<file path="src/rtl/pr_queue_pkg.sv">
// Shared types and constants for the PR-queue drain master.
// The optional watchdog/status-read path is enabled with PR_QUEUE_DRAIN_TIMEOUT_EN.
package pr_queue_pkg;

   // Main drain sequence states.
   typedef enum logic [2:0] {
      ST_IDLE      = 3'd0,
      ST_AR        = 3'd1,
      ST_R         = 3'd2,
      ST_DISPATCH  = 3'd3,
      ST_WAIT_DONE = 3'd4,
      ST_AW_W      = 3'd5,
      ST_B         = 3'd6
   } drain_state_t;

   // Write-channel sequencer states.
   typedef enum logic [1:0] {
      WR_IDLE = 2'd0,
      WR_DATA = 2'd1,
      WR_RESP = 2'd2
   } wr_state_t;

   // Bit 31 of a queue-head entry marks it as a real request.
   localparam int PR_ENTRY_VALID_BIT = 31;

   // Completion/pop word layout.
   localparam int CW_ERR_BIT     = 31;
   localparam int CW_TIMEOUT_BIT = 30;
   localparam int CW_ID_MSB      = 15;
   localparam int CW_ID_LSB      = 0;

   // Default slave-port addresses and watchdog limit.
   localparam logic [3:0]  DEF_HEAD_RADDR     = 4'h0;
   localparam logic [3:0]  DEF_STATUS_RADDR   = 4'h4;
   localparam logic [1:0]  DEF_POP_WADDR      = 2'h0;
   localparam int unsigned DEF_TIMEOUT_CYCLES = 65536;

   // Builds the word written back to the core when a request completes.
   function automatic logic [31:0] completion_word(input logic        err,
                                                   input logic        tmo,
                                                   input logic [15:0] id);
      logic [31:0] w;
      w                       = '0;
      w[CW_ERR_BIT]           = err;
      w[CW_TIMEOUT_BIT]       = tmo;
      w[CW_ID_MSB:CW_ID_LSB]  = id;
      return w;
   endfunction

endpackage

</file>
<file path="src/rtl/pr_axil_write_channel.sv">
// AXI-lite write sequencer: raises AW and W together on start, drops each
// on its own ready, then waits for the B response.
//
// Handshake contract: a valid output stays high until the matching ready is
// sampled high on a rising edge; bready is high only while a response is awaited.
module pr_axil_write_channel
   import pr_queue_pkg::*;
(
   input  logic clk,
   input  logic rst_n,
   input  logic start,
   input  logic awready,
   input  logic wready,
   input  logic bvalid,
   output logic awvalid,
   output logic wvalid,
   output logic bready,
   output logic addr_data_done,
   output logic done
);

   wr_state_t state, next_state;
   logic      aw_open;
   logic      w_open;

   // A channel is still open after this cycle if its valid is not accepted now.
   assign aw_open = awvalid && !awready;
   assign w_open  = wvalid && !wready;

   // State register.
   always_ff @(posedge clk or negedge rst_n) begin
      if (!rst_n) state <= WR_IDLE;
      else        state <= next_state;
   end

   // Next-state logic.
   always_comb begin
      next_state = state;
      unique case (state)
         WR_IDLE: if (start)                next_state = WR_DATA;
         WR_DATA: if (!aw_open && !w_open)  next_state = WR_RESP;
         WR_RESP: if (bvalid)               next_state = WR_IDLE;
         default:                           next_state = WR_IDLE;
      endcase
   end

   // Handshake status outputs.
   always_comb begin
      bready         = (state == WR_RESP);
      addr_data_done = (state == WR_DATA) && !aw_open && !w_open;
      done           = (state == WR_RESP) && bvalid;
   end

   // AW and W valids rise together and fall independently.
   always_ff @(posedge clk or negedge rst_n) begin
      if (!rst_n) begin
         awvalid <= 1'b0;
         wvalid  <= 1'b0;
      end else if (start) begin
         awvalid <= 1'b1;
         wvalid  <= 1'b1;
      end else begin
         if (awvalid && awready) awvalid <= 1'b0;
         if (wvalid && wready)   wvalid  <= 1'b0;
      end
   end

endmodule

</file>
<file path="src/rtl/pr_queue_axi_drain.sv">
// Drains the core's PR request queue over AXI-lite: read head, hand it to the
// PR controller, wait for completion, write the completion/pop word back.
// Optional watchdog and status-first read: define PR_QUEUE_DRAIN_TIMEOUT_EN.
//
// Handshake contract (all channels): valid is held until its ready is sampled
// high, address/data are stable while valid is high, and rready/bready are
// asserted only while the matching response is being waited for.
module pr_queue_axi_drain
   import pr_queue_pkg::*;
#(
   parameter logic [3:0]  HEAD_RADDR     = DEF_HEAD_RADDR,
   parameter logic [3:0]  STATUS_RADDR   = DEF_STATUS_RADDR,
   parameter logic [1:0]  POP_WADDR      = DEF_POP_WADDR,
   parameter int unsigned TIMEOUT_CYCLES = DEF_TIMEOUT_CYCLES
) (
   input  logic               clk,
   input  logic               rst_n,
   input  logic               pr_request_pending,
   output logic [3:0]         m_axi_araddr,
   output logic               m_axi_arvalid,
   input  logic               m_axi_arready,
   input  logic [31:0]        m_axi_rdata,
   input  logic               m_axi_rvalid,
   output logic               m_axi_rready,
   output logic [1:0]         m_axi_awaddr,
   output logic               m_axi_awvalid,
   input  logic               m_axi_awready,
   output logic [31:0]        m_axi_wdata,
   output logic               m_axi_wvalid,
   input  logic               m_axi_wready,
   input  logic               m_axi_bvalid,
   output logic               m_axi_bready,
   output logic               pr_req_valid,
   input  logic               pr_req_ready,
   output logic [31:0]        pr_req_data,
   input  logic               pr_done,
   input  logic               pr_error,
   output logic               drain_busy,
   output logic [15:0]        drain_count,
`ifdef PR_QUEUE_DRAIN_TIMEOUT_EN
   output logic               drain_timeout,
`endif
   output drain_state_t       dbg_state
);

   drain_state_t state, next_state;
   logic         head_phase;
   logic         wd_expire;
   logic         wr_start;
   logic         wr_addr_data_done;
   logic         wr_done;
   logic [31:0]  cw_next;

`ifdef PR_QUEUE_DRAIN_TIMEOUT_EN
   logic        status_phase;
   logic [31:0] wd_cnt;
   logic        drain_timeout_q;

   assign head_phase    = !status_phase;
   assign m_axi_araddr  = status_phase ? STATUS_RADDR : HEAD_RADDR;
   // pr_done in the same cycle wins over the watchdog.
   assign wd_expire     = (state == ST_WAIT_DONE) && !pr_done &&
                          (wd_cnt == TIMEOUT_CYCLES - 1);
   assign drain_timeout = drain_timeout_q;

   // Watchdog: restarts from zero each time WAIT_DONE is entered.
   always_ff @(posedge clk or negedge rst_n) begin
      if (!rst_n)                     wd_cnt <= '0;
      else if (state != ST_WAIT_DONE) wd_cnt <= '0;
      else                            wd_cnt <= wd_cnt + 32'd1;
   end

   // Each drain pass reads the status word first; its response clears the flag.
   always_ff @(posedge clk or negedge rst_n) begin
      if (!rst_n)                                       status_phase <= 1'b0;
      else if (state == ST_IDLE && pr_request_pending)  status_phase <= 1'b1;
      else if (state == ST_R && m_axi_rvalid)           status_phase <= 1'b0;
   end

   // Sticky timeout indication, cleared only by reset.
   always_ff @(posedge clk or negedge rst_n) begin
      if (!rst_n)         drain_timeout_q <= 1'b0;
      else if (wd_expire) drain_timeout_q <= 1'b1;
   end
`else
   logic unused_cfg;

   assign head_phase   = 1'b1;
   assign m_axi_araddr = HEAD_RADDR;
   assign wd_expire    = 1'b0;
   assign unused_cfg   = ^{STATUS_RADDR, TIMEOUT_CYCLES};
`endif

   // State register.
   always_ff @(posedge clk or negedge rst_n) begin
      if (!rst_n) state <= ST_IDLE;
      else        state <= next_state;
   end

   // Next-state logic.
   always_comb begin
      next_state = state;
      unique case (state)
         ST_IDLE:      if (pr_request_pending) next_state = ST_AR;
         ST_AR:        if (m_axi_arready)      next_state = ST_R;
         ST_R: begin
            if (m_axi_rvalid) begin
               if (!head_phase)
                  next_state = (m_axi_rdata[7:0] != 8'd0) ? ST_AR : ST_IDLE;
               else
                  next_state = m_axi_rdata[PR_ENTRY_VALID_BIT] ? ST_DISPATCH : ST_IDLE;
            end
         end
         ST_DISPATCH:  if (pr_req_ready) next_state = pr_done ? ST_AW_W : ST_WAIT_DONE;
         ST_WAIT_DONE: if (pr_done || wd_expire) next_state = ST_AW_W;
         ST_AW_W:      if (wr_addr_data_done) next_state = ST_B;
         ST_B:         if (wr_done)           next_state = ST_IDLE;
         default:                             next_state = ST_IDLE;
      endcase
   end

   // State-decoded outputs and the completion event.
   always_comb begin
      m_axi_arvalid = (state == ST_AR);
      m_axi_rready  = (state == ST_R);
      pr_req_valid  = (state == ST_DISPATCH);
      drain_busy    = (state != ST_IDLE);
      dbg_state     = state;
      // Completion is taken in DISPATCH only together with the request handshake.
      wr_start      = ((state == ST_DISPATCH) && pr_req_ready && pr_done) ||
                      ((state == ST_WAIT_DONE) && (pr_done || wd_expire));
      // A watchdog completion always reports failure.
      cw_next       = completion_word(pr_done ? pr_error : 1'b1, wd_expire,
                                      pr_req_data[CW_ID_MSB:CW_ID_LSB]);
   end

   assign m_axi_awaddr = POP_WADDR;

   // Datapath registers: captured head entry, completion word, drain counter.
   always_ff @(posedge clk or negedge rst_n) begin
      if (!rst_n) begin
         pr_req_data <= '0;
         m_axi_wdata <= '0;
         drain_count <= '0;
      end else begin
         if (state == ST_R && m_axi_rvalid && head_phase)
            pr_req_data <= {1'b0, m_axi_rdata[30:0]};
         if (wr_start)
            m_axi_wdata <= cw_next;
         if (wr_done)
            drain_count <= drain_count + 16'd1;
      end
   end

   pr_axil_write_channel u_wr (
      .clk            (clk),
      .rst_n          (rst_n),
      .start          (wr_start),
      .awready        (m_axi_awready),
      .wready         (m_axi_wready),
      .bvalid         (m_axi_bvalid),
      .awvalid        (m_axi_awvalid),
      .wvalid         (m_axi_wvalid),
      .bready         (m_axi_bready),
      .addr_data_done (wr_addr_data_done),
      .done           (wr_done)
   );

endmodule

</file>
<file path="config.mk">
export PLATFORM = sky130hd
export DESIGN_NAME = pr_queue_axi_drain
export DESIGN_NICKNAME = d
export VERILOG_FILES = /design/src/rtl/pr_queue_pkg.sv /design/src/rtl/pr_axil_write_channel.sv /design/src/rtl/pr_queue_axi_drain.sv
export SDC_FILE = /design/constraint.sdc
export NUM_CORES = 1
export LEC_CHECK = 0
export CORE_MARGIN = 10
export CORE_UTILIZATION = 46
export DETAILED_ROUTE_END_ITERATION = 7
export PLACE_DENSITY_LB_ADDON = 0.15
export SLEW_MARGIN = 20
export SYNTH_ARGS = -nofsm -noshare
export SYNTH_HDL_FRONTEND = slang
export SYNTH_SLANG_ARGS = --single-unit
</file>
<file path="constraint.sdc">
create_clock -name clk -period 2.26 [get_ports clk]
set_input_delay 0.452 -clock clk [delete_from_list [all_inputs] [get_ports clk]]
set_output_delay 0.452 -clock clk [all_outputs]
set_load 0.005 [all_outputs]
</file>
==> metrics.md <==
| Metric | Value |
|---|---|
| Pint | `0.00395 W` |
| Antenna diodes | `0` |
| Synthesized area per cell | `13.1 µm²` |
| Clk_skew | `8.63 ps` |
| Std cell rows | `30` |
| Number of I/O port buffers | `116` |
| Min Tclk post-route | `2120 ps` |
| Post-route setup TNS | `0 ps` |
| Synth cell types | `39` |
| DR DRC count | `0` |
| Switching Power | `0.00154 W` |
| Clk root buf | `clkbuf_8` |
| CP arrival | `1670 ps` |
| Commonest non-fill, non-tap cell in the layout | `clkdlybuf4s50_1` |
| Status | `finished, final reports clean` |
| DP HPWL | `5.82 mm` |
| GRT Resource Usage Total | `0.139` |
| Sequential share of power | `0.395` |
| Top_reg_cell synth | `dfrtp_1` |
| VDD IR max | `0.000674 V` |
| DRT Pass-1 Iters | `4` |
| #FFs+latches synth | `71` |
| CP Max Fanout | `16` |
| Die Wd | `104 µm` |
| Busiest grt layer | `met2` |
| Final hold violations | `0` |
| Setup crit start kind | `flop` |
| Hold_buf cts | `0` |
| FMAX | `0.471 GHz` |
| Nets | `398` |
| Routed via count | `2132` |
| CP required | `1810 ps` |
| Final setup fails | `0` |
| Share of cells above drive strength 1 | `0.220` |
| Crit Path Class | `flop to primary output` |
| Die Ht | `104 µm` |
| Seq/Total Area, Yosys | `0.543` |
| Final wirelength | `7.67 mm` |
| Initial Util | `0.477` |
| Clk sink count | `71` |
| Pwr dens | `1200 mW/mm²` |
| Core Box Area | `0.00687 mm²` |
| Largest net degree at the start of global routing | `72` |
| Switching Fraction | `0.280` |
| RSZ-0062 raised after global routing | `false` |
| Leakage power | `1.99 nW` |
| Max cap viols | `0` |
| Post-DRT Antenna Nets | `0` |
| Number of setup buffers added after CTS | `0` |
| Slew Limit Fails | `0` |
| Logic pwr share | `0.398` |
| CTS max path bufs | `2` |
| Initial antenna violation count | `0` |
| CTS tree | `done` |
| First-pass GRT wire length | `12.4 mm` |
| Largest cells by area after synthesis | `dfrtp_1 54%, mux2_2 17%, buf_4 9.2%, xnor2_1 3.2%, buf_6 2.1%` |
| Clk_lat worst skew | `330 ps` |
| Detailed-route vias per instance | `4.69` |
| H-tree levels | `3` |
| Top-area cell type share of the netlist area | `0.543` |
| Clk pwr share | `0.207` |
| Fin crit share | `0.939` |
| Global-route met1 utilization | `0.153` |
| Synthesis Warnings | `0` |
| CTS Buf Count | `9` |
| Most frequent cells in the layout | `115 x clkdlybuf4s50_1, 68 x dfrtp_1, 48 x mux2_2, 22 x conb_1, 12 x xnor2_1` |
| Number of synthesized flops with an enable pin | `0` |
| Mapped Cells | `250` |
| Clk pin slew, worst setup/hold paths | `80 ps` |
| Hold Slack | `146 ps` |
| I/O pins | `139` |
| Vias in the first global route | `2374` |
| Cell area after synthesis | `0.00327 mm²` |
| Grt met2 use | `0.222` |
| Wire length per cell | `16.8 µm` |
| Die footprint | `0.0109 mm²` |
| Critical path capture point type | `primary output` |
| Iter 0 DRT Violations | `58` |
| Async set-or-reset flop fraction in the synthesized netlist | `1.00` |
| Yosys top cell by area | `dfrtp_1` |
| Hold Crit Class | `input port to async pin` |
| GR Overflow Total | `0` |
| GR Util met3 | `0.0743` |
| Gpl congestion | `0.783` |
| Utilization after layout | `0.663` |
| Area Overhead vs Synth | `39.2%` |
## worst max-delay path, stage by stage (launching register included)
cell and delay (ps):
dfrtp_2 520, nor2b_2 160, and2_1 160, clkdlybuf4s50_1 510
## per-stage QoR
step / instance area [µm²] / worst slack (ps) / instances / total power [W]
after global placement: 4320 / 331 / 439 / 0.00434
after floorplan: 3350 / 716 / 271 / 0.00322
final: 4560 / 138 / 455 / 0.00549
after CTS: 4550 / 15.8 / 455 / 0.00558
after detailed placement: 4320 / 287 / 439 / 0.00441
after global routing: 4560 / 41.3 / 455 / 0.00585
## cell type report
cell class | instances | area [µm²]
clock buffer | 10 | 138
clock inverter | 6 | 92.6
fill | 538 | 2310
inverter | 4 | 15.0
multi-input combinational | 148 | 1190
sequential | 71 | 1780
tap | 96 | 120
timing repair buffer | 120 | 1220
## kinds of logic (layout without fill, tap and decap cells)
group                    after synthesis  count (layout)  share of synthesized area
AO/OA/AOI/OAI                         12              12                     0.0287
buffers and inverters                 52             140                      0.120
adder cells (fa/ha/maj)                1               1                    0.00382
AND/OR/NAND/NOR                       47              47                     0.0844
flip-flops                            71              71                      0.543
XOR/XNOR                              15              15                     0.0424
multiplexers                          51              51                      0.177
other                                  1              22                    0.00115
## power by group through the flow
stage / sequential, W / clock [W] / combinational, W
finish: 0.00217 / 0.00114 / 0.00218
global route: 0.00226 / 0.00123 / 0.00237
CTS: 0.00217 / 0.00118 / 0.00223
detailed placement: 0.00219 / 0 / 0.00223
global placement: 0.00216 / 0 / 0.00219
floorplan: 0.00212 / 0 / 0.00110
## routing by layer
metal,up-vias,routed length (µm)
met3,4,874
li1,1000,-
met2,82,3730
met5,-,0
met4,0,48
met1,1046,3010
## synth_stat cells, types with 2 or more instances
master and n:
nand3_1 5, nor2_1 5, xor2_1 2, inv_1 4, and2b_1 2, a21oi_1 2, nor2b_1 2, a21o_1 2
buf_4 40, nand2_1 7, and2_1 2, mux2_4 2, buf_6 6, and3_1 5, xnor2_1 12, mux2_2 48
nand4_1 5, nand2b_1 5, and4b_1 2, nor3_1 2, dfrtp_1 71, o21ai_0 2
## final timing paths
path / start / end / slack [ps] / cells past startpoint
max: dbg_state[2] / pr_req_valid / 140 / 3
min: rst_n / drain_count[2] / 150 / 2
max reg2reg: dbg_state[2] / m_axi_wdata[5] / 630 / 4
min reg2reg: u_wr.state[1] / u_wr.state[0] / 490 / 1
max in group asynchronous: rst_n / dbg_state[1] / 1810 / 2
min in group clk: u_wr.state[1] / u_wr.state[0] / 490 / 1
## state kept, by name, summed over array words and instances, names as in the netlist
name / count
pr_req_data: 31
dbg_state: 3
drain_count: 16
u_wr.state: 2
u_wr.awvalid: 1
m_axi_wdata: 17
u_wr.wvalid: 1
## what timing repair did
| item | in CTS | in global routing |
|---|---|---|
| pin swaps | 0 | 0 |
| setup endpoints to repair | 1 | 3 |
| gates resized for setup | 1 | 3 |
Note: power is estimated with default switching activity, not from simulation.
